===== config.mk =====
export PLATFORM = sky130hd
export DESIGN_NAME = rd_sched
export DESIGN_NICKNAME = d
export VERILOG_FILES = /design/src/rtl/rd_sched_pkg.sv /design/src/rtl/rr_arb2.sv /design/src/rtl/rd_sched.sv
export SDC_FILE = /design/constraint.sdc
export NUM_CORES = 1
export LEC_CHECK = 0
export ABC_CLOCK_PERIOD_IN_PS = 2100
export CAP_MARGIN = 20
export CORE_ASPECT_RATIO = 0.7
export CORE_MARGIN = 8
export CORE_UTILIZATION = 47
export CTS_CLUSTER_SIZE = 40
export DETAILED_ROUTE_END_ITERATION = 6
export GPL_ROUTABILITY_DRIVEN = 0
export PLACE_DENSITY = 0.86
export SYNTH_ARGS = -nofsm -noshare
export SYNTH_HDL_FRONTEND = slang
export SYNTH_SLANG_ARGS = --single-unit

===== constraint.sdc =====
create_clock -name clk -period 2.1 [get_ports clk]
set_input_delay 0.42 -clock clk [delete_from_list [all_inputs] [get_ports clk]]
set_output_delay 0.42 -clock clk [all_outputs]
set_load 0.02 [all_outputs]

===== src/rtl/rd_sched_pkg.sv =====
// Shared types and default parameter values for the rd_sched read scheduler.
package rd_sched_pkg;

  typedef enum logic [1:0] {
    BOOT  = 2'd0,
    IDLE  = 2'd1,
    BURST = 2'd2
  } rd_sched_state_t;

  localparam int unsigned DEF_BOOT_RD_CYCLES = 2;
  localparam int unsigned DEF_ADDR_W         = 8;
  localparam int unsigned DEF_LEN_W          = 3;

endpackage


===== src/rtl/rr_arb2.sv =====
// Two-way round-robin grant logic; purely combinational, the pointer lives in the caller.
module rr_arb2 (
  input  logic [1:0] req,
  input  logic       last,
  output logic [1:0] gnt
);

  // On a tie the requester that was not served last wins.
  always_comb begin
    gnt = '0;
    unique case (req)
      2'b01:   gnt = 2'b01;
      2'b10:   gnt = 2'b10;
      2'b11:   gnt = last ? 2'b01 : 2'b10;
      default: gnt = '0;
    endcase
  end

endmodule


===== src/rtl/rd_sched.sv =====
// Read scheduler: boot read burst after reset, then round-robin multi-cycle bursts
// for two requesters on a single-port read resource. All outputs registered.
module rd_sched
  import rd_sched_pkg::*;
#(
  parameter int unsigned BOOT_RD_CYCLES = DEF_BOOT_RD_CYCLES,
  parameter int unsigned ADDR_W         = DEF_ADDR_W,
  parameter int unsigned LEN_W          = DEF_LEN_W
) (
  input  logic              clk,
  input  logic              rst,
  input  logic [1:0]        req,
  input  logic [ADDR_W-1:0] addr0,
  input  logic [ADDR_W-1:0] addr1,
  input  logic [LEN_W-1:0]  len0,
  input  logic [LEN_W-1:0]  len1,
  output logic [1:0]        gnt,
  output logic              rd,
  output logic [ADDR_W-1:0] rd_addr,
  output logic [1:0]        done,
  output logic              busy
);

  localparam int unsigned BC_W = $clog2(BOOT_RD_CYCLES + 1);

  rd_sched_state_t   state_q, state_d;
  logic [BC_W-1:0]   boot_cnt_q, boot_cnt_d;
  logic [LEN_W-1:0]  cnt_q, cnt_d;
  logic              last_q, last_d;
  logic              rd_q, rd_d;
  logic [ADDR_W-1:0] rd_addr_q, rd_addr_d;
  logic [1:0]        gnt_q, gnt_d;
  logic [1:0]        done_q, done_d;
  logic              busy_q, busy_d;
  logic [1:0]        arb_gnt;

  rr_arb2 u_arb (
    .req  (req),
    .last (last_q),
    .gnt  (arb_gnt)
  );

  always_comb begin
    state_d    = state_q;
    boot_cnt_d = boot_cnt_q;
    cnt_d      = cnt_q;
    last_d     = last_q;
    rd_d       = 1'b0;
    rd_addr_d  = rd_addr_q;
    gnt_d      = gnt_q;
    done_d     = '0;

    unique case (state_q)
      BOOT: begin
        gnt_d = '0;
        if (boot_cnt_q < BC_W'(BOOT_RD_CYCLES)) begin
          rd_d       = 1'b1;
          rd_addr_d  = ADDR_W'(boot_cnt_q);
          boot_cnt_d = boot_cnt_q + 1'b1;
        end else begin
          state_d = IDLE;
        end
      end
      IDLE: begin
        gnt_d = '0;
        if (|req) begin
          gnt_d     = arb_gnt;
          rd_d      = 1'b1;
          rd_addr_d = arb_gnt[1] ? addr1 : addr0;
          cnt_d     = arb_gnt[1] ? len1 : len0;
          state_d   = BURST;
        end
      end
      BURST: begin
        // Counter value 0 marks the read already on the port as the final one.
        if (cnt_q == '0) begin
          gnt_d   = '0;
          done_d  = gnt_q;
          last_d  = gnt_q[1];
          state_d = IDLE;
        end else begin
          rd_d      = 1'b1;
          rd_addr_d = rd_addr_q + 1'b1;
          cnt_d     = cnt_q - 1'b1;
        end
      end
      default: begin
        gnt_d   = '0;
        state_d = BOOT;
      end
    endcase

    busy_d = (state_d != IDLE);
  end

  always_ff @(posedge clk or posedge rst) begin
    if (rst) begin
      state_q    <= BOOT;
      boot_cnt_q <= '0;
      cnt_q      <= '0;
      last_q     <= 1'b1;
      rd_q       <= 1'b0;
      rd_addr_q  <= '0;
      gnt_q      <= '0;
      done_q     <= '0;
      busy_q     <= 1'b1;
    end else begin
      state_q    <= state_d;
      boot_cnt_q <= boot_cnt_d;
      cnt_q      <= cnt_d;
      last_q     <= last_d;
      rd_q       <= rd_d;
      rd_addr_q  <= rd_addr_d;
      gnt_q      <= gnt_d;
      done_q     <= done_d;
      busy_q     <= busy_d;
    end
  end

  assign gnt     = gnt_q;
  assign rd      = rd_q;
  assign rd_addr = rd_addr_q;
  assign done    = done_q;
  assign busy    = busy_q;

endmodule


==> reports/qor.csv <==
stage;metric;value;unit
routing;vias_per_cell;5.81;
pwr;netSwitchingFraction;43.6;%
synth;synth_mux_area_share;9.22;%
critical_path;r2r_start;state_q[1]$_DFF_PP0_;
critical_path;r2r_end;rd_addr[5]$_DFFE_PP0P_;
die;io_pins;40;
synth;synth_ff_type;dfrtp_1;
critical_path;cp_data_arrival_time;2120;ps
synth;syn_area;1370;um^2
synth;synthCells;139;
synth;yosys-top-cells-count;20 x dfrtp_1, 14 x o21ai_0, 10 x nor2_1;
critical_path;rr_worst_depth;6;
clocking;htree_levels;1;
routing;num_vias;1296;
synth;synth_top_family_by_area;compound AO/OA/AOI/OAI gates;
pwr;power.net_switching;1.04;mW
clocking;postCtsSetupBuffers;0;
timing;worstMarginPinSlew;413;ps
synth;synth_nets;173;
run_status;run_status;finished clean;
synth;synth_edf_count;0;
clocking;cts_hold_buf;0;
global_route;use_met2;28.7;%
pwr;power_frac_seq;32.7;%
critical_path;worstPathCellList;inv_1 > ha_1 > a21oi_2 > nand3_4 > or4_1 > o211ai_1;
die;initial_utilization;49.2;%
die;die_h;61.2;um
final_layout;fill_cells;202;
pwr;combPwrFrac;56.8;%
timing;holdWs;493;ps
timing;relSlewSlack;72.2;%
critical_path;worstPathBufferInverterCount;1;
die;design.die.area;4930;um^2
global_route;use_met3;4.66;%
global_route;overflow;0;
timing;finalCriticalPeriod;1940;ps
timing;grt_setup_unrepaired;no;
final_layout;utilization;67.7;%
clocking;numCtsBuffers;3;
routing;drt_iter0_markers;94;
final_layout;synthToLayoutAreaGrowth;37.5;%
critical_path;path_class;register to register;
die;fp-row-count;16;
critical_path;crit_path_max_fanout;7;
timing;final_max_slew_viol_count;0;
global_route;grt_pass1_vias;1337;
global_route;grt_busiest_layer;met2;
critical_path;reg2reg_setup_slack;160;ps
place;dp.cells;220;
final_layout;antenna_cells;0;
pwr;p_int;1.35;mW
synth;yosys.cell_types.count;42;
clocking;ctsRootBufferMaster;clkbuf_8;
routing;wl;3.96;mm
clocking;cts_tree;done;
timing;clock.fmax;515;MHz
routing;dr.pass1.iters;4;
pwr;clockPowerShare;10.5;%
synth;synth_top_cell_area_share;36.5;%
critical_path;cpMaxStageDelayCell;or4_1;
place;dp_hpwl;3.19;mm
routing;drcViolationCount;0;
clocking;clock_latency;260;ps
synth;synth_xor_area_share;0.639;%
synth;synthAdderAreaFrac;7.31;%
clocking;cts_sinks;22;
timing;setup_viol;0;
place;place.port_buffers;39;
synth;synth-compound-area-share;19.1;%
timing;finalHoldViolations;0;
clocking;path_clk_slew;70;ps
synth;yosysTopAreaCell;dfrtp_1;
clocking;clock_path_buffers;2;
pwr;peakVddDrop;0.625;mV
synth;async_flop_share;100;%
critical_path;critical_path.max_stage_delay;540;ps
synth;avgSynthCellArea;9.86;um^2
synth;ys_warn_count;0;
global_route;antenna_found_initial;0;
global_route;grt_util_met1;20.0;%
worst_hold_path;hold_class;input pin to asynchronous set/reset pin;
die;die_w;80.5;um
final_layout;nets;223;
final_layout;final_cell_count_no_fill;223;
global_route;grt_pass1_wl;6.37;mm
synth;yosys-top-cells-area;dfrtp_1 37%, ha_1 7.3%, mux2i_1 5.1%, o21ai_0 5.1%, mux2_2 4.1%;
pwr;power;2.39;mW
global_route;grt.total_usage;17.2;%
die;core;2780;um^2
pwr;p_per_area;1270;nW/um^2
pwr;power.leakage;0.828;nW
synth;synth-simple-area-share;18.7;%
timing;fin_worst_skew;5.68;ps
routing;final_antenna_net_count;0;
synth;yosysMostFrequentCell;dfrtp_1;
timing;period_share;92.5;%
flow_run;timing.max_cap.violations;0;
critical_path;end_kind;register;
critical_path;startpoint_type;register;
final_layout;drive_gt1_share;15.0;%
critical_path;worstPathRequired;2280;ps
global_route;grt_start_max_net_pins;23;
critical_path;cpLargestDelayFamily;simple AND/OR/NAND/NOR gates;
clocking;ctsResizeCount;0;
synth;seq_area_frac_synth;40.4;%
synth;synth_seq_cells;22;
routing;wire_per_inst;17.8;um
-- cell usage in the layout, fill, tap and decap left out, types with 2 or more instances in the layout --
cell type / synthesis / routed
clkdlybuf4s50_1: 0 / 39
dfrtp_1: 20 / 20
o21ai_0: 14 / 14
nor2_1: 10 / 10
inv_1: 9 / 9
nand2_1: 9 / 9
buf_4: 0 / 9
ha_1: 8 / 8
mux2i_1: 7 / 7
nand3_1: 6 / 6
mux2_2: 5 / 5
nor3_1: 4 / 4
a21oi_1: 4 / 4
a31oi_1: 3 / 3
clkbuf_8: 0 / 3
nand2b_1: 2 / 2
a211o_1: 2 / 2
o31ai_1: 2 / 2
a221oi_1: 2 / 2
and3_2: 2 / 2
and3_1: 2 / 2
a21o_1: 2 / 2
or4_1: 2 / 2
o211ai_1: 2 / 2
dfstp_2: 2 / 2
-- cells by family (layout without fill, tap and decap cells) --
| logic type | after synthesis | after routing |
|---|---|---|
| buffers and inverters | 12 | 60 |
| multiplexers | 12 | 12 |
| XOR/XNOR | 1 | 1 |
| AO/OA/AOI/OAI | 39 | 39 |
| flip-flops | 22 | 22 |
| AND/OR/NAND/NOR | 45 | 45 |
| adder cells (fa/ha/maj) | 8 | 8 |
-- through the flow --
stage | setup slack (ps) | instance area (um^2) | setup TNS [ps]
2_1_floorplan | 273 | 1370 | 0
5_1_grt | 64.1 | 1880 | 0
3_5_place_dp | -16.5 | 1840 | -16.5
6_report | 158 | 1880 | 0
4_1_cts | 175 | 1880 | 0
3_3_place_gp | 46.2 | 1840 | 0
-- layout make-up --
class	instances	area [um^2]	share of cell area, %
Timing Repair Buffer	48	458	24.3
Multi-Input combinational cell	105	753	40.0
Clock buffer	3	41.3	2.19
Sequential cell	22	553	29.3
Inverter	9	33.8	1.79
Tap cell	36	45.0	2.39
-- worst register-to-register path: cells and delay by family (launching register included) --
kind,cells,cell delay (ps)
AOI/OAI and AO/OA,2,370
adders and majority gates,1,260
buffers and inverters,1,100
DFF,1,470
and+or+nand+nor,2,670
-- sequential cells by signal (all words and copies together) (netlist names) --
register and count:
boot_cnt_q 2, busy 1, cnt_q 3, done 2, gnt 2, last_q 1, rd 1, rd_addr 8
state_q 2
-- how the worst max path moves through the flow --
stage	startpoint	depth (start not counted)	slack (ps)	endpoint
final	state_q[1]$_DFF_PP0_	6	160	rd_addr[5]$_DFFE_PP0P_
after global routing	state_q[1]$_DFF_PP0_	5	60	rd_addr[5]$_DFFE_PP0P_
after CTS	state_q[1]$_DFF_PP0_	6	170	rd_addr[5]$_DFFE_PP0P_
after detailed placement	req[1]	6	-20	rd_addr[1]$_DFFE_PP0P_
after global placement	req[1]	6	50	rd_addr[1]$_DFFE_PP0P_
after floorplan	state_q[1]$_DFF_PP0_	7	270	rd_addr[4]$_DFFE_PP0P_
-- power by group through the flow --
| stage | registers (mW) | clock network (mW) | logic (mW) |
|---|---|---|---|
| after floorplan | 0.851 | 0 | 0.750 |
| final | 0.782 | 0.251 | 1.36 |
| after detailed placement | 0.777 | 0 | 1.33 |
| after CTS | 0.773 | 0.261 | 1.35 |
| after global placement | 0.764 | 0 | 1.30 |
| after global routing | 0.800 | 0.276 | 1.48 |
-- layer usage --
metal	vias to the layer above	part of all wire, %
li1	606	-
met1	617	40
met2	67	51
met3	6	7.4
met4	0	1.9
met5	-	0
Note: power is estimated with default switching activity, not from simulation.
